## config.mk

```make
export PLATFORM = sky130hd
export DESIGN_NAME = mem_stage_lsu
export DESIGN_NICKNAME = d
export VERILOG_FILES = /design/src/rtl/mem_stage_lsu_pkg.sv /design/src/rtl/mem_stage_lsu_load_align.sv /design/src/rtl/mem_stage_lsu.sv
export SDC_FILE = /design/constraint.sdc
export NUM_CORES = 1
export LEC_CHECK = 0
export BUFFER_PORTS_ARGS = -buffer_cell sky130_fd_sc_hd__buf_4
export CAP_MARGIN = 20
export CORE_MARGIN = 10
export CORE_UTILIZATION = 40
export DETAILED_ROUTE_END_ITERATION = 6
export GPL_ROUTABILITY_DRIVEN = 1
export PLACE_DENSITY_LB_ADDON = 0.1
export SLEW_MARGIN = 20
export SYNTH_ARGS = -nofsm -noshare
export SYNTH_HDL_FRONTEND = slang
export SYNTH_SLANG_ARGS = --single-unit
export TNS_END_PERCENT = 30
```

## constraint.sdc

```tcl
create_clock -name clk -period 3.2 [get_ports clk]
set_input_delay 0.64 -clock clk [delete_from_list [all_inputs] [get_ports clk]]
set_output_delay 0.64 -clock clk [all_outputs]
set_load 0.02 [all_outputs]
```

## src/rtl/mem_stage_lsu_pkg.sv

```systemverilog
// rtl/mem_stage_lsu_pkg.sv - shared types, funct3 encodings and size decode for the MEM-stage LSU
package mem_stage_lsu_pkg;

    localparam int LSU_XLEN = 32;
    localparam int LSU_BE_W = LSU_XLEN / 8;

    // funct3 encodings shared by loads and stores (stores use only B/H/W)
    localparam logic [2:0] F3_B  = 3'b000;
    localparam logic [2:0] F3_H  = 3'b001;
    localparam logic [2:0] F3_W  = 3'b010;
    localparam logic [2:0] F3_BU = 3'b100;
    localparam logic [2:0] F3_HU = 3'b101;

    typedef enum logic [1:0] {
        LSU_IDLE,
        LSU_REQ,
        LSU_WAIT_RESP,
        LSU_DONE
    } lsu_state_e;

    typedef enum logic [1:0] {
        SZ_B,
        SZ_H,
        SZ_W
    } lsu_size_e;

    typedef struct packed {
        logic                we;
        logic [2:0]          funct3;
        logic [LSU_XLEN-1:0] addr;
        logic [LSU_XLEN-1:0] wdata;
    } lsu_req_t;

    // Encodings 011/110/111 have no byte/half meaning and fall through to a word access.
    function automatic lsu_size_e lsu_size(input logic [2:0] funct3);
        case (funct3)
            F3_B, F3_BU: return SZ_B;
            F3_H, F3_HU: return SZ_H;
            F3_W:        return SZ_W;
            default:     return SZ_W;
        endcase
    endfunction

endpackage

```

## src/rtl/mem_stage_lsu_load_align.sv

```systemverilog
// rtl/mem_stage_lsu_load_align.sv - combinational load data lane select and sign/zero extension
// Ports:
//   rdata_i   : raw word returned by data memory
//   addr_lo_i : byte offset of the access within the word
//   funct3_i  : load size/sign encoding
//   data_o    : lane-aligned, extended load result
module mem_stage_lsu_load_align
    import mem_stage_lsu_pkg::*;
#(
    parameter int XLEN = LSU_XLEN
) (
    input  logic [XLEN-1:0] rdata_i,
    input  logic [1:0]      addr_lo_i,
    input  logic [2:0]      funct3_i,
    output logic [XLEN-1:0] data_o
);

    logic [7:0]  byte_v;
    logic [15:0] half_v;
    logic        zext;

    always_comb begin
        zext   = (funct3_i == F3_BU) || (funct3_i == F3_HU);
        byte_v = rdata_i[{addr_lo_i, 3'b000} +: 8];
        // Halfwords select on addr[1] only; an odd address reads the enclosing aligned half.
        half_v = rdata_i[{addr_lo_i[1], 4'b0000} +: 16];
        data_o = rdata_i;
        case (lsu_size(funct3_i))
            SZ_B:    data_o = {{(XLEN-8){~zext & byte_v[7]}}, byte_v};
            SZ_H:    data_o = {{(XLEN-16){~zext & half_v[15]}}, half_v};
            default: data_o = rdata_i;
        endcase
    end

endmodule

```

## src/rtl/mem_stage_lsu.sv

```systemverilog
// rtl/mem_stage_lsu.sv - MEM-stage load/store unit driving a req/gnt/rvalid data-memory port
// Optional feature macro: LSU_MISALIGN_TRAP_EN (misaligned H/W accesses skip memory and raise misalign_o)
// Ports:
//   clk, rst_n                      : clock, synchronous active-low reset
//   req_valid_i/read/write/funct3   : memory operation from the EX/MEM register
//   req_addr_i, req_wdata_i         : byte address and store data
//   stall_o                         : freeze pipeline registers while the access is in flight
//   load_valid_o, load_data_o       : formatted load result, valid in the DONE cycle
//   dmem_req/we/be/addr/wdata_o     : request side of the data-memory port
//   dmem_gnt_i, dmem_rvalid_i, dmem_rdata_i : response side of the data-memory port
//   misalign_o                      : misaligned access flag (only with LSU_MISALIGN_TRAP_EN)
module mem_stage_lsu
    import mem_stage_lsu_pkg::*;
#(
    parameter int XLEN = LSU_XLEN,
    parameter int BE_W = LSU_BE_W
) (
    input  logic            clk,
    input  logic            rst_n,
    input  logic            req_valid_i,
    input  logic            req_read_i,
    input  logic            req_write_i,
    input  logic [2:0]      req_funct3_i,
    input  logic [XLEN-1:0] req_addr_i,
    input  logic [XLEN-1:0] req_wdata_i,
    output logic            stall_o,
    output logic            load_valid_o,
    output logic [XLEN-1:0] load_data_o,
    output logic            dmem_req_o,
    output logic            dmem_we_o,
    output logic [BE_W-1:0] dmem_be_o,
    output logic [XLEN-1:0] dmem_addr_o,
    output logic [XLEN-1:0] dmem_wdata_o,
    input  logic            dmem_gnt_i,
    input  logic            dmem_rvalid_i,
    input  logic [XLEN-1:0] dmem_rdata_i
`ifdef LSU_MISALIGN_TRAP_EN
    ,
    output logic            misalign_o
`endif
);

    lsu_state_e      state_q, state_d;
    lsu_req_t        req_q, req_d;
    logic [XLEN-1:0] load_data_q, load_data_d;
    logic [XLEN-1:0] aligned_rdata;
    logic [BE_W-1:0] be;
    logic [XLEN-1:0] wdata_fmt;
    logic            start;

    // A valid with neither read nor write set is not a memory operation and is never captured.
    assign start = req_valid_i & (req_read_i | req_write_i);

`ifdef LSU_MISALIGN_TRAP_EN
    logic misalign_q, misalign_d;
    logic misaligned_new;

    always_comb begin
        misaligned_new = 1'b0;
        case (lsu_size(req_funct3_i))
            SZ_H:    misaligned_new = req_addr_i[0];
            SZ_W:    misaligned_new = |req_addr_i[1:0];
            default: misaligned_new = 1'b0;
        endcase
    end
`endif

    mem_stage_lsu_load_align #(
        .XLEN (XLEN)
    ) u_load_align (
        .rdata_i   (dmem_rdata_i),
        .addr_lo_i (req_q.addr[1:0]),
        .funct3_i  (req_q.funct3),
        .data_o    (aligned_rdata)
    );

    always_comb begin
        state_d     = state_q;
        req_d       = req_q;
        load_data_d = load_data_q;
`ifdef LSU_MISALIGN_TRAP_EN
        misalign_d  = misalign_q;
`endif
        case (state_q)
            LSU_IDLE: begin
                if (start) begin
                    // Write wins when both read and write are flagged.
                    req_d.we     = req_write_i;
                    req_d.funct3 = req_funct3_i;
                    req_d.addr   = req_addr_i;
                    req_d.wdata  = req_wdata_i;
`ifdef LSU_MISALIGN_TRAP_EN
                    if (misaligned_new) begin
                        state_d    = LSU_DONE;
                        misalign_d = 1'b1;
                        if (!req_write_i) begin
                            load_data_d = '0;
                        end
                    end else begin
                        state_d = LSU_REQ;
                    end
`else
                    state_d = LSU_REQ;
`endif
                end
            end
            LSU_REQ: begin
                if (dmem_gnt_i) begin
                    state_d = req_q.we ? LSU_DONE : LSU_WAIT_RESP;
                end
            end
            LSU_WAIT_RESP: begin
                if (dmem_rvalid_i) begin
                    load_data_d = aligned_rdata;
                    state_d     = LSU_DONE;
                end
            end
            LSU_DONE: begin
                state_d = LSU_IDLE;
`ifdef LSU_MISALIGN_TRAP_EN
                misalign_d = 1'b0;
`endif
            end
            default: state_d = LSU_IDLE;
        endcase
    end

    always_ff @(posedge clk) begin
        if (!rst_n) begin
            state_q     <= LSU_IDLE;
            req_q       <= '0;
            load_data_q <= '0;
`ifdef LSU_MISALIGN_TRAP_EN
            misalign_q  <= 1'b0;
`endif
        end else begin
            state_q     <= state_d;
            req_q       <= req_d;
            load_data_q <= load_data_d;
`ifdef LSU_MISALIGN_TRAP_EN
            misalign_q  <= misalign_d;
`endif
        end
    end

    // Store lane enables and lane-replicated data, derived from the captured request so
    // they stay stable for the whole REQ phase regardless of pipeline inputs.
    always_comb begin
        be        = '0;
        wdata_fmt = req_q.wdata;
        case (lsu_size(req_q.funct3))
            SZ_B: begin
                be        = BE_W'(4'b0001) << req_q.addr[1:0];
                wdata_fmt = {(XLEN/8){req_q.wdata[7:0]}};
            end
            SZ_H: begin
                be        = BE_W'(4'b0011) << {req_q.addr[1], 1'b0};
                wdata_fmt = {(XLEN/16){req_q.wdata[15:0]}};
            end
            default: begin
                be        = '1;
                wdata_fmt = req_q.wdata;
            end
        endcase
    end

    assign dmem_req_o   = (state_q == LSU_REQ);
    assign dmem_we_o    = dmem_req_o & req_q.we;
    assign dmem_be_o    = dmem_req_o ? be : '0;
    assign dmem_addr_o  = {req_q.addr[XLEN-1:2], 2'b00};
    assign dmem_wdata_o = wdata_fmt;

    // Stall in the request cycle itself; release only in DONE so the pipeline advances once.
    assign stall_o     = req_valid_i & (state_q != LSU_DONE);
    assign load_data_o = load_data_q;

`ifdef LSU_MISALIGN_TRAP_EN
    assign misalign_o   = (state_q == LSU_DONE) & misalign_q;
    assign load_valid_o = (state_q == LSU_DONE) & ~req_q.we & ~misalign_q;
`else
    assign load_valid_o = (state_q == LSU_DONE) & ~req_q.we;
`endif

endmodule

```

Yosys cells after proc, flatten, opt, wreduce, memory -nomap -nowiden
Cells that the tools add are included.

Equal/unequal tests: 11. Reduce and logical (&&, ||, !) cells: 9. Shift operators: 4. Muxes and demuxes: 10. Bitwise operators: 9.

Operator list (count): case mux 32 bit (2 select lines) (2); indexed part select 32 x 6 -> 16 bit (1); indexed part select 32 x 6 -> 8 bit (1); case mux 2 bit (4 select lines) (1); case mux 4 bit (2 select lines) (1); bitwise AND 1 bit (6); == test 3 bit, second input constant (2); 2-to-1 mux 2 bit (3); != test 2 bit, second input constant (3); == test 2 x 1 -> 1 bit, second input constant (2); == test 2 bit, second input constant (2); zero test 2 bit (2); 2-to-1 mux 4 bit (1); case mux 2 bit (2 select lines) (1); AND reduction 2 bit (2); OR reduction 2 bit (2); left shift 1 x 2 -> 4 bit, first input constant (1); left shift 2 x 2 -> 4 bit, first input constant (1); == test 3 x 1 -> 1 bit, second input constant (1); zero test 3 bit (1); AND reduction 3 bit (1); != test 2 x 1 -> 1 bit, second input constant (1); inverter 1 bit (2); logical OR 1 bit (1); other kinds (2) (2).

Word-level logic and storage cells: 49. Input port bits: 106. Register bits: 102. Output and inout bits: 104.

Longest topological paths before layout
Gate-level depths: netlist of run 1.

Depth in word-level cells: 6. Depth in mapped cells: 9. Depth with buffers taken out: 6.

Hierarchy
A second synthesis of run 1 with hierarchy kept.

Cell total of the unflattened synthesis: 682. Area, all modules: 5282.6 um^2.

Modules (own cells, without submodules): mem_stage_lsu (seq. area each 2042.0 um^2, area each 4620.7 um^2, instances 1, cells an instance 557); mem_stage_lsu_load_align (seq. area each 0.0 um^2, area each 661.9 um^2, instances 1, cells an instance 125).

Worst setup path after synthesis of run 1
Ideal clock, no wire load.

Path kind: reg2out. Start point: register req_q[64] (netlist name). End point: output port dmem_be_o[3]. Setup slack: 1.069 ns. Path buffers: 3. Data arrival time: 1.491 ns. Cell stages (with the launch flop): 6. Data required time: 2.560 ns. Cells stage by stage: dfxtp_1 > buf_2 > buf_2 > buf_2 > o21ai_0 > a21boi_0.

Longest elaborated chain between the ends: 6. Elaborated cells on any way between the ends: 11. Those cells by class: 4 x eq/ne; 3 x mux; 4 x reduce/logical.

RTL lines: from (decl) (line mem_stage_lsu.sv:44) `lsu_req_t req_q, req_d;`; from (signal assigned) (line mem_stage_lsu.sv:138) `req_q <= req_d;`; == test 3 x 1 -> 1 bit, or another cell as far along (line mem_stage_lsu_pkg.sv:36) `case (funct3)`; OR reduction 2 bit (line mem_stage_lsu_pkg.sv:36); case mux 2 bit (2 select lines) * (line mem_stage_lsu_pkg.sv:36); == test 2 x 1 -> 1 bit / zero test 2 bit (equally long branches) (line mem_stage_lsu.sv:151) `case (lsu_size(req_q.funct3))`; case mux 4 bit (2 select lines) * (line mem_stage_lsu.sv:151); 2-to-1 mux 4 bit * (line mem_stage_lsu.sv:169) `assign dmem_be_o = dmem_req_o ? be : '0;`; to (decl) (line mem_stage_lsu.sv:31) `output logic [BE_W-1:0] dmem_be_o,`.

Mark *: on every way between the ends. The rest lies on a longest branch, timed or not.

Final worst setup path of run 1
Start point: register req_q[65] (netlist name). End point: output port dmem_be_o[3].

The elaborated chain is that of the path after synthesis.

==> results of run 1 <==
synthesized netlist by cell type (3+ instances only):
cell type  number
nor2_1          4
o22ai_2         7
clkbuf_1       23
ha_1            5
a21oi_1        58
inv_1          21
nand2b_1        3
o22ai_1        15
a22oi_1         8
dfxtp_1       102
o21ai_0        35
a21boi_0       44
a22o_1          7
buf_4          41
mux2_2         25
nand2_1       161
nor2b_1         4
buf_2          20
mux2i_1        11
registers in the layout (all words and copies together), names as in the netlist:
signal / count
dmem_addr_o: 30
load_data_o: 32
req_q: 38
state_q: 2
final cells by class:
type	count	area [µm²]	share of cell area, %
multi-input combinational	407	2370	35.7
timing repair buffer	214	1630	24.6
inverter	21	78.8	1.19
tap	168	210	3.17
sequential	102	2040	30.8
clock buffer	12	246	3.71
clock inverter	4	55.1	0.829
per-stage QoR:
stage / cell area [µm²] / hold slack [ns] / utilization [%] / setup WS (ns) / power (mW)
2_1_floorplan: 5000 / 0.433 / - / 1.07 / 2.86
6_report: 6640 / 0.454 / 54.8 / 0.555 / 4.55
3_5_place_dp: 6340 / 0.448 / 52.3 / 0.891 / 3.48
4_1_cts: 6640 / 0.458 / 54.8 / 0.567 / 4.61
3_3_place_gp: 6340 / 0.441 / 52.3 / 0.946 / 3.45
5_1_grt: 6640 / 0.464 / 54.8 / 0.403 / 4.84
worst max-delay path: stages (launching register included):
cell and delay, ns:
dfxtp_2 0.70, inv_1 0.39, a21boi_0 0.36, buf_4 0.21
cells by family after synthesis:
logic type | after synthesis | share of synthesized area (%)
AOI/OAI and AO/OA | 184 | 23.8
adders and majority gates | 5 | 1.25
buffers and inverters | 107 | 11.9
DFF | 102 | 40.9
muxes | 36 | 7.83
other | 1 | 0.0750
and+or+nand+nor | 180 | 14.3
worst max path at each step:
stage	slack [ns]	startpoint	endpoint	depth (start not counted)
global route	0.40	req_q[65]$_SDFFE_PN0P_	dmem_be_o[3]	3
CTS	0.57	req_q[65]$_SDFFE_PN0P_	dmem_be_o[3]	3
finish	0.56	req_q[65]$_SDFFE_PN0P_	dmem_be_o[3]	3
floorplan	1.07	req_q[64]$_SDFFE_PN0P_	dmem_be_o[3]	5
global placement	0.95	req_write_i	req_q[33]$_SDFFE_PN0P_	6
detailed placement	0.89	req_write_i	req_q[33]$_SDFFE_PN0P_	6
report_power, final:
group          switching [mW]  internal (mW)  total (mW)
Clock                   0.484          0.633        1.12
Combinational            1.01          0.742        1.75
Sequential              0.174           1.50        1.67
Total                    1.67           2.87        4.55
cells in the final DEF, fill, tap and decap left out, types with 2 or more instances in the layout:
| cell type | n |
|---|---|
| a21boi_0 | 44 |
| a21oi_1 | 58 |
| a221oi_1 | 2 |
| a22o_1 | 7 |
| a22oi_1 | 8 |
| and2_1 | 2 |
| buf_12 | 2 |
| buf_4 | 212 |
| clkbuf_1 | 2 |
| clkbuf_16 | 9 |
| conb_1 | 2 |
| dfxtp_1 | 101 |
| ha_1 | 5 |
| inv_1 | 21 |
| mux2_2 | 25 |
| mux2i_1 | 11 |
| nand2_1 | 161 |
| nand2b_1 | 3 |
| nor2_1 | 3 |
| nor2_2 | 2 |
| nor2b_1 | 4 |
| o21ai_0 | 35 |
| o21ai_1 | 2 |
| o22ai_1 | 15 |
| o22ai_2 | 7 |
metal layers:
layer | global-route usage [%] | routed length, µm
met1 | 20.6 | 6500
met2 | 28.2 | 7570
met3 | 7.13 | 1320
met4 | 4.57 | 199
met5 | 0 | 0
==> metrics list, run 1 <==
* Global placer's final weighted congestion: 0.797
* Post-synth EDFFs: 0
- In this run the vertical extent of the chip is 132 µm.
* Final setup violation count: 0
- The worst register-to-register path has a setup slack of 0.94 ns.
- In this run the post-CTS setup repair buffer count came out at 0.
* Cells taking the most area after synthesis: dfxtp_1 (41%), nand2_1 (12%), a21boi_0 (6.6%)
- Nets: a little under 900
- In this run the cell area of the synthesized design comes to 5000 µm².
- Via count of the first global-routing pass: 4600
- Input and output buffers added on the ports amount to 207.
- Leaving out filler cells and counting taps, the final layout contains 928.
- Counting along the longest clock path gives a buffer depth of 2.
* Core footprint: 12100 µm²
* Leakage power total: 2.90 nW
- Cell Pwr Density: 685 nW/µm²
- The worst setup path is launched from a flop.
- Post-Route WL: 15600 µm
* Arrival time of the worst setup path: 2.00 ns
- Worst hold path class: flop to flop
- Hold-fix buffers, CTS: 0
- TritonCTS buffer count: 9
- For hold timing, the worst endpoint is req_q[16]$_SDFFE_PN0P_.
- Clock skew on the completed layout was measured at 0.00813 ns.
- Setup repair after global routing left no endpoint under its margin.
* # IOs: 210
- Yosys mapped the design onto 35 distinct sky130hd cell types.
* DIE AREA: 17400 µm²
- After the first detailed-routing iteration, the DRC count stood at 318.
- VDD sags by at most 440 µV.
- CTS Sinks: 102
- Fraction of layout cells with a size suffix above 1: 35.0%
- Proportion of netlist area held by the largest area contributor: 40.9%
- From synthesis to final layout, the design area changed by 32.8%.
* H-tree levels: 3
* Tightest slew margin relative to the limit: 49.0%
* Fraction of registers with async set/reset: 0%
* Number of violations of the max-capacitance limit: 0
- Wire length of the first global-routing pass: roughly 25000 µm
- Outcome: finished, final reports clean
- Number of hold-slack violations in the final timing report: 0
- Post-route DRC: 0
- Number of max-slew violations in the final report: 0
- dfxtp_1 takes more of the synthesized area than any other cell.
- CTS clock-pin slew for the worst setup and hold paths: 0.07 ns
- Antenna violations before repair: 0
- For the worst flop-to-flop path, the logic depth is 5.
- Num rows: 40
- Post-CTS resize count: 0
* Biggest fanout along the worst timing path: 28
- The number of antenna diodes in the final layout is 0.
- The first TritonRoute pass finished after 4 iterations.
- Average routed wire per standard cell: 16.8 µm
- Number of placed cells counting well taps: 912
- Worst R2R End: load_data_o[5]$_SDFFE_PN0P_
- Once the floorplan was initialized, standard cells occupied approximately 41% of the core.
- Detailed Place HPWL: 11500 µm
* Number of filler cells placed in the layout: 1147
* Clock network latency to the later pin of the worst-skew pair: approximately 0.35 ns
- Summing the sequential cell areas from Yosys gives 40.9% of the chip area.
- CTS tree: done
* Floorplan die width: 132 µm
- Dividing the detail-routed via count by the number of cells gives ~4.9.
- A synthesized cell averages 8.13 µm².
* Worst Max-Slew Pin Slew: about 0.76 ns
- Grt total ovfl: 0
- STA classifies the critical path endpoint as an output pin.
- Total routing usage reported by global routing: 17.3%
* Hold depth: 2
- Number of synthesized register bits: ~100
- CTS placed an instance of clkbuf_16 at the clock tree root.
* Crit share post-route: 82.6%
- Count of mapped cells out of synthesis: 615
- Kind of critical path: flop to output pin
- Counting I/O delays and the setup requirement, the final critical path takes approximately 2.6 ns.
- Adding up every negative setup slack in the final design gives 0 ns.
- Entering global routing, the biggest net connects 70 pins.
- Primary flip-flop cell chosen by synthesis mapping: dfxtp_1
- The detail route stage leaves a number of antenna-violating nets equal to 0.
* Overall via count from detail_route: 4554
- Static timing analysis puts the maximum clock frequency at 378 MHz.
- Hold Crit Start: req_q[16]$_SDFFE_PN0P_
- The worst register-to-register path begins at req_q[65]$_SDFFE_PN0P_.
- During synthesis, Yosys emitted a total of 0 warnings.
- Worst Path Required: 2.56 ns
No activity file was read; power rests on OpenSTA's default activity.
==> run 2, diff against run 1 <==
Settings changed: ABC_AREA set to 1.
Clock period 3.2 ns to 2.7 ns, I/O delays scaled along.
==> metrics list, run 2 <==
- Outcome: finished, final reports clean (unchanged).
- The wire length reported by the detailed router came to 15900 µm (was 15600 µm).
* Largest area contributor in the netlist: dfxtp_1 (unchanged)
- Crit Reg-Reg Startpoint: state_q[0]$_SDFFE_PN0P_ (was req_q[65]$_SDFFE_PN0P_)
* Fraction of layout cells with a size suffix above 1: 29.8% (was 35.0%)
- Post-CTS resize count: 0 (unchanged)
* Most common cell after layout, fill and taps aside: buf_4 (unchanged)
- By instance count, the cell type seen most on the critical path is inv_1.
- The most used flip-flop cell after synthesis is dfxtp_1 (unchanged).
* Grt total ovfl: 0 (unchanged)
* Number of buffers between clock root and the deepest sink: 2 (unchanged)
* Count of mapped cells out of synthesis: 704 (was 615)
* Most frequent cell after synthesis: nand2_1 (unchanged)
- The die width was 131 µm (was 132 µm).
- The area of the core came to 12100 µm² (about the same).
- The start point of the critical path is req_q[65]$_SDFFE_PN0P_ (unchanged).
* Register-to-Register Setup Slack: 0.77 ns (was 0.94 ns)
- The area of the mapped netlist came to 4960 µm² (was 5000 µm²).
- The count of state elements after synthesis was 102 (unchanged).
- The initial core utilization came to 41.1% (was 41.3%).
- Cells taking the most area after synthesis: dfxtp_1 (41%), nand2_1 (12%), o21ai_0 (8.2%) (was dfxtp_1 (41%), nand2_1 (12%), a21boi_0 (6.6%)).
* Clock network latency to the later pin of the worst-skew pair: 0.34 ns (was 0.35 ns)
- Hold-fix buffers, CTS: 0 (unchanged)
- Setup total negative slack: 0 ns (unchanged)
* TritonCTS buffer count: 9 (unchanged)
- The start point of the worst min-delay path was req_wdata_i[20] (was req_q[16]$_SDFFE_PN0P_).
- Crit share post-route: 86.6%
- The capture point of the worst path was dmem_be_o[0] (was dmem_be_o[3]).
- Biggest fanout along the worst timing path: 14 (was 28)
* Kind of critical path: flop to output pin (unchanged)
- Worst-case hold slack: 0.451 ns (was 0.454 ns)
- Number of diodes added for antenna fixing: 0 (unchanged)
* Startpoint type of the worst setup path: flop (unchanged)
- The number of hold-slack violations in the final timing report was 0 (unchanged).
* Root buf cell: clkbuf_16 (unchanged)
- Syn_area_per_cell: 7.05 µm² (was 8.13 µm²)
* Initial DRT Pass Iterations: 5 (was 4)
* Leakage power total: 3.13 nW (was 2.90 nW)
* Proportion of netlist area held by the largest area contributor: 41.2% (was 40.9%)
- The worst-case reg-to-reg path depth came to 9 (was 5).
* Cell-by-cell trace of the critical path: inv_1, nand2_4, inv_1, nor3_1, buf_4 (was inv_1, a21boi_0, buf_4)
- The overall routing resource usage came to 17.4% (was 17.3%).
* # IOs: 210 (unchanged)
* Tightest slew margin relative to the limit: 55.8% (was 49.0%)
* Type of element capturing the critical path: output pin (unchanged)
* CTS tree: done (unchanged)
* Sw power: 2.28 mW (was 1.67 mW)
- The die height is 131 µm (was 132 µm).
* Worst supply voltage drop on vdd: 380 µV (was 440 µV)
- Register bank with the most flops: req_q (unchanged)
- Worst hold path class: input port to flop (was flop to flop)
- The power density normalized to cell area was 868 nW/µm² (was 685 nW/µm²).
- Final setup violation count: 0 (unchanged)
- Number of buffers added on ports: 207 (unchanged)
- Average routed wire per standard cell: 15.5 µm (was 16.8 µm)
- The arrival time at the worst endpoint is 1.80 ns (was 2.00 ns).
- Overall via count from detail_route: 4936 (was 4554)
- The routability congestion estimate from global placement came to 0.906 (was 0.797).
* Most instantiated cells after synthesis: nand2_1 (161), dfxtp_1 (102), o21ai_0 (81) (was nand2_1 (161), dfxtp_1 (102), a21oi_1 (58))
- The max-capacitance violation count came to 0 (unchanged).
- The total number of H-tree levels came to 3 (unchanged).
- Post-CTS repair timing setup buffer count: 0 (unchanged)
* Worst Max-Slew Pin Slew: 0.663 ns (was 0.763 ns)
* Minimum clock period after layout: 2.34 ns
- Detailed Place HPWL: 12100 µm (was 11500 µm)
- The maximum clock skew at final layout came to 0.00536 ns (was 0.00813 ns).
* Maximum number of pins on one net before global-route repair: 75 (was 70)
- Maximum clock frequency: about 430 MHz
- Post-synth EDFFs: 0 (unchanged)
* Clk network pwr share: 21.3% (was 24.6%)
- The residual DRC count was 0 (unchanged).
- Logic pwr share: 43.0% (was 38.6%)
- The die outline area was 17300 µm² (was 17400 µm²).
- Nets: 963 (was 866)
- The internal power was 3.42 mW (was 2.87 mW).
* Num rows: 40 (unchanged)
- Worst R2R End: load_data_o[17]$_SDFFE_PN0P_ (was load_data_o[5]$_SDFFE_PN0P_)
* Via density: 4.83 (was 4.91)
- Worst path max stage delay: 0.51 ns (was 0.70 ns)
* Leading cell types in the layout, fill and taps excluded: buf_4 (216), nand2_1 (161), dfxtp_1 (101), o21ai_0 (81), a21oi_1 (80) (was buf_4 (212), nand2_1 (161), dfxtp_1 (101), a21oi_1 (58), a21boi_0 (44))
- Unrepaired setup endpoints after global routing: no (unchanged)
* Net Sw Frac: 40.0% (was 36.8%)
- The initial antenna violation count is 0 (unchanged).
- The total number of clock tree sinks came to 102 (unchanged).
- The sequential power share was 35.7% (was 36.8%).
- The number of distinct library cell variants in the gate-level netlist after synthesis came to 30 (was 35).
- Share of synthesized area occupied by flip-flops and latches: 41.2% (was 40.9%)
- Layout Area Growth over Synthesis: 32.4% (was 32.8%)
* CTS clock-pin slew for the worst setup and hold paths: 0.07 ns (about the same)
* Violation count after the first detailed-route iteration: 323 (was 318)
- The count of antenna-violating nets left after detailed routing is 0 (unchanged).
* Number of max-slew violations in the final report: 0 (unchanged)
- Worst Path Required: 2.16 ns (was 2.56 ns)
* Via count of the first global-routing pass: 4667 (was 4600)
* Wire length of the first global-routing pass: 24700 µm (about the same)
* Slowest CP cell: dfxtp_2 (unchanged)
- Max FFs per register: 38 (unchanged)
- Total of warnings raised by yosys: 0 (unchanged)
* Fraction of registers with async set/reset: 0% (unchanged)
## run 2: layout make-up
class | instances | area, µm²
repair buffers | 216 | 1620
clock inverters | 3 | 21.3
well taps | 168 | 210
fillers | 1225 | 5490
multi-input cells | 445 | 2130
flip-flops and latches | 102 | 2040
clock buffers | 11 | 253
inverters | 78 | 293
## run 2: worst min path at each step
stage                                         to  slack [ns]  depth (start not counted)
floorplan                 req_q[26]$_SDFFE_PN0P_        0.43                          2
global placement     dmem_addr_o[9]$_SDFFE_PN0P_        0.45                          2
detailed placement   dmem_addr_o[7]$_SDFFE_PN0P_        0.46                          2
CTS                 dmem_addr_o[31]$_SDFFE_PN0P_        0.44                          3
global route              req_q[19]$_SDFFE_PN0P_        0.44                          3
finish                    req_q[20]$_SDFFE_PN0P_        0.45                          3
## run 2: metrics by stage
| step | util (%) | cell area (µm²) | power [mW] | cells | worst slack [ns] |
|---|---|---|---|---|---|
| after floorplan | - | 4960 | 3.71 | 705 | 0.765 |
| after global placement | 52.2 | 6290 | 4.49 | 1009 | 0.522 |
| after detailed placement | 52.2 | 6290 | 4.54 | 1009 | 0.459 |
| after CTS | 54.5 | 6570 | 5.77 | 1023 | 0.0808 |
| after global routing | 54.5 | 6570 | 6.08 | 1023 | 0.184 |
| final | 54.5 | 6570 | 5.70 | 1023 | 0.361 |
## run 2: cell families after synthesis
logic type | synth area share (%)
buffers and inverters | 16.0
AO/OA/AOI/OAI | 20.1
AND/OR/NAND/NOR | 21.4
other | 0.0756
flip-flops | 41.2
adder cells (fa/ha/maj) | 1.26
## run 2: critical path: cells and delay by family, from the launching register on
kind	cells	cell delay, ns
flip-flops	1	0.51
AND/OR/NAND/NOR	2	0.37
buffers and inverters	3	0.57
## run 2: per-layer routing
metal	part of all wire (%)	global-route usage (%)	vias up
met1	41	20.1	2219
met2	48	29.0	180
met3	8.7	6.17	22
li1	-	-	2515
met4	1.8	6.74	0
met5	0	0	-
## run 2: power groups by stage
stage | clock network [mW] | registers, mW | logic, mW
5_1_grt | 1.31 | 2.07 | 2.70
2_1_floorplan | 0 | 2.13 | 1.58
3_3_place_gp | 0 | 2.05 | 2.43
6_report | 1.22 | 2.03 | 2.45
3_5_place_dp | 0 | 2.07 | 2.47
4_1_cts | 1.26 | 2.03 | 2.48
==> run 3, diff against run 2 <==
Settings changed: CORE_ASPECT_RATIO set to 1.5.
==> metrics list, run 3 (synthesis results as in run 2) <==
- Via count of the first global-routing pass: 5129 (was 4667)
* Worst hold path class: input port to flop (unchanged)
- The total number of clock tree sinks is 102 (unchanged).
- The number of hold buffers added after cts was 0 (unchanged).
- The clock transition time at the flip-flop clock pins of the worst setup and hold paths is 0.07 ns (about the same).
* Setup total negative slack: 0 ns (unchanged)
* Slowest CP cell: dfxtp_1 (was dfxtp_2)
- Outcome: finished, final reports clean (unchanged).
- Unrepaired setup endpoints after global routing: no (unchanged).
- Post-DP Area: 6280 µm² (was 6290 µm²)
- The maximum clock skew at final layout was 0.00864 ns (was 0.00536 ns).
* Worst path max stage delay: 0.43 ns (was 0.51 ns)
* Number of violations of the max-capacitance limit: 0 (unchanged)
- The slack of the worst reg-to-reg path was 0.82 ns (was 0.77 ns).
- Vert. Die Dim: 156 µm (was 131 µm)
* Worst supply voltage drop on vdd: 407 µV (was 380 µV)
- The count of antenna-violating nets left after detailed routing came to 0 (unchanged).
- The most flop-heavy register was req_q (unchanged).
- The endpoint required time on the critical path is 2.16 ns (about the same).
* Crit share post-route: 84.7% (was 86.6%)
* Number of diodes added for antenna fixing: 0 (unchanged)
* Arrival time of the worst setup path: 1.75 ns (was 1.80 ns)
* Clock network latency to the later pin of the worst-skew pair: 0.35 ns (was 0.34 ns)
- The routability congestion estimate from global placement is 0.909 (was 0.906).
* Via density: 5.01 (was 4.83)
* Post-route DRC: 0 (unchanged)
- H-tree levels: 3 (unchanged)
- The area of the core came to 12100 µm² (about the same).
- The number of search-and-repair iterations in the first detailed-routing pass is 5 (unchanged).
- The cell occurring most often along the worst timing path is inv_1 (unchanged).
- The clock tree from TritonCTS was done (unchanged).
- Reg2Reg Depth: 6 (was 9)
- Antenna violations before repair: 0 (unchanged)
- The final instance area was 6600 µm² (was 6570 µm²).
- Post-CTS resize count: 0 (unchanged)
- Average routed wire per standard cell: 16.8 µm (was 15.5 µm)
* Worst-case hold slack: 0.446 ns (was 0.451 ns)
- The relative area change from synthesis to final layout came to 33.0% (was 32.4%).
- The total via count after detailed routing was 5051 (was 4936).
- The critical path launch point type is a flop (unchanged).
* Tightest slew margin relative to the limit: 59.4% (was 55.8%)
- Biggest fanout along the worst timing path: 13 (was 14)
- Leading cell types in the layout, fill and taps excluded: buf_4 (213), nand2_1 (161), dfxtp_1 (102), o21ai_0 (81), a21oi_1 (80) (was buf_4 (216), nand2_1 (161), dfxtp_1 (101), o21ai_0 (81), a21oi_1 (80))
* Violation count after the first detailed-route iteration: 206 (was 323)
- Maximum clock frequency: 437 MHz (was 428 MHz)
* Number of max-slew violations in the final report: 0 (unchanged)
- The die width was 111 µm (was 131 µm).
- The standard-cell row count is 49 (was 40).
- Number of buffers added on ports: 207 (unchanged)
- Kind of critical path: flop to output pin (unchanged)
- The die outline area came to 17300 µm² (about the same).
- Number of hold-slack violations in the final timing report: 0 (unchanged)
* Total routing usage reported by global routing: 18.5% (was 17.4%)
- The flip-flop count of the largest register, all copies and words added is 38 (unchanged).
- The count of endpoints failing setup in the final report is 0 (unchanged).
- The pin count of the biggest net entering global routing came to 82 (was 75).
* Nets: 961 (was 963)
* Post-CTS repair timing setup buffer count: 0 (unchanged)
- Worst Max-Slew Pin Slew: 0.609 ns (was 0.663 ns)
- The final design utilization came to 54.6% (was 54.5%).
- # IOs: 210 (unchanged)
* Number of buffers between clock root and the deepest sink: 2 (unchanged)
* Cell Pwr Density: 894 nW/µm² (was 868 nW/µm²)
- Hold depth: 3 (unchanged)
* Wire length of the first global-routing pass: 26100 µm (was 24700 µm)
* Fraction of layout cells with a size suffix above 1: 29.7% (was 29.8%)
* Minimum clock period after layout: 2.29 ns (was 2.34 ns)
- Effective utilization at floorplan: 41.1% (about the same)
* Hold Crit Start: req_addr_i[19] (was req_wdata_i[20])
* Most common cell after layout, fill and taps aside: buf_4 (unchanged)
- The wire length reported by the detailed router came to 16900 µm (was 15900 µm).
* Worst-case hold path end point: dmem_addr_o[19]$_SDFFE_PN0P_ (was req_q[20]$_SDFFE_PN0P_)
- The capture instance of the worst register-to-register path was dmem_addr_o[4]$_SDFFE_PN0P_ (was load_data_o[17]$_SDFFE_PN0P_).
* Leakage power total: 3.15 nW (was 3.13 nW)
- The clock root buffer master is clkbuf_16 (unchanged).
* Cell-by-cell trace of the critical path: inv_1, nand2_4, inv_1, a211oi_1, buf_4 (was inv_1, nand2_4, inv_1, nor3_1, buf_4)
- Crit Reg-Reg Startpoint: state_q[0]$_SDFFE_PN0P_ (unchanged)
- The HPWL after detailed placement is 13000 µm (was 12100 µm).
* Type of element capturing the critical path: output pin (unchanged)
- Critical Path Source: req_q[65]$_SDFFE_PN0P_ (unchanged)
- Grt total ovfl: 0 (unchanged)
- TritonCTS buffer count: 9 (unchanged)
-- run 3: power breakdown --
| group | switching (mW) | total (mW) | internal [mW] | leakage (nW) |
|---|---|---|---|---|
| clock network | 0.583 | 1.36 | 0.779 | 0.154 |
| logic | 1.57 | 2.51 | 0.934 | 2.16 |
| registers | 0.203 | 2.03 | 1.83 | 0.835 |
-- run 3: final cells by class --
class	count	area, µm²
sequential	102	2040
clock inverter	5	66.3
timing repair buffer	214	1620
fill	1223	5480
inverter	78	293
clock buffer	11	253
multi-input combinational	445	2140
tap	153	191
-- run 3: worst max-delay path: cells and delay by family, from the launching register on --
family	cells	cell delay, ns
AO/OA/AOI/OAI	1	0.20
buffers and inverters	3	0.57
flip-flops	1	0.43
AND/OR/NAND/NOR	1	0.20
-- run 3: how the worst max path moves through the flow --
| stage | cells past startpoint | end |
|---|---|---|
| 2_1_floorplan | 5 | dmem_be_o[1] |
| 3_3_place_gp | 5 | dmem_wdata_o[27] |
| 3_5_place_dp | 6 | req_q[67]$_SDFFE_PN0P_ |
| 4_1_cts | 5 | dmem_be_o[1] |
| 5_1_grt | 5 | dmem_wdata_o[31] |
| 6_report | 5 | dmem_be_o[1] |
-- run 3: per-layer routing --
metal | wire length, µm | GRT usage, % | vias to the layer above
li1 | - | - | 2515
met1 | 6270 | 18.5 | 2302
met2 | 8710 | 33.2 | 199
met3 | 1460 | 7.04 | 35
met4 | 473 | 8.64 | 0
met5 | 0 | 0 | -
-- run 3: per-stage QoR --
stage	std cells	setup slack (ns)	power (mW)
after floorplan	705	0.765	3.71
after global placement	992	0.792	4.55
after detailed placement	992	0.762	4.59
after CTS	1008	0.400	5.97
after global routing	1008	0.254	6.29
final	1008	0.412	5.90
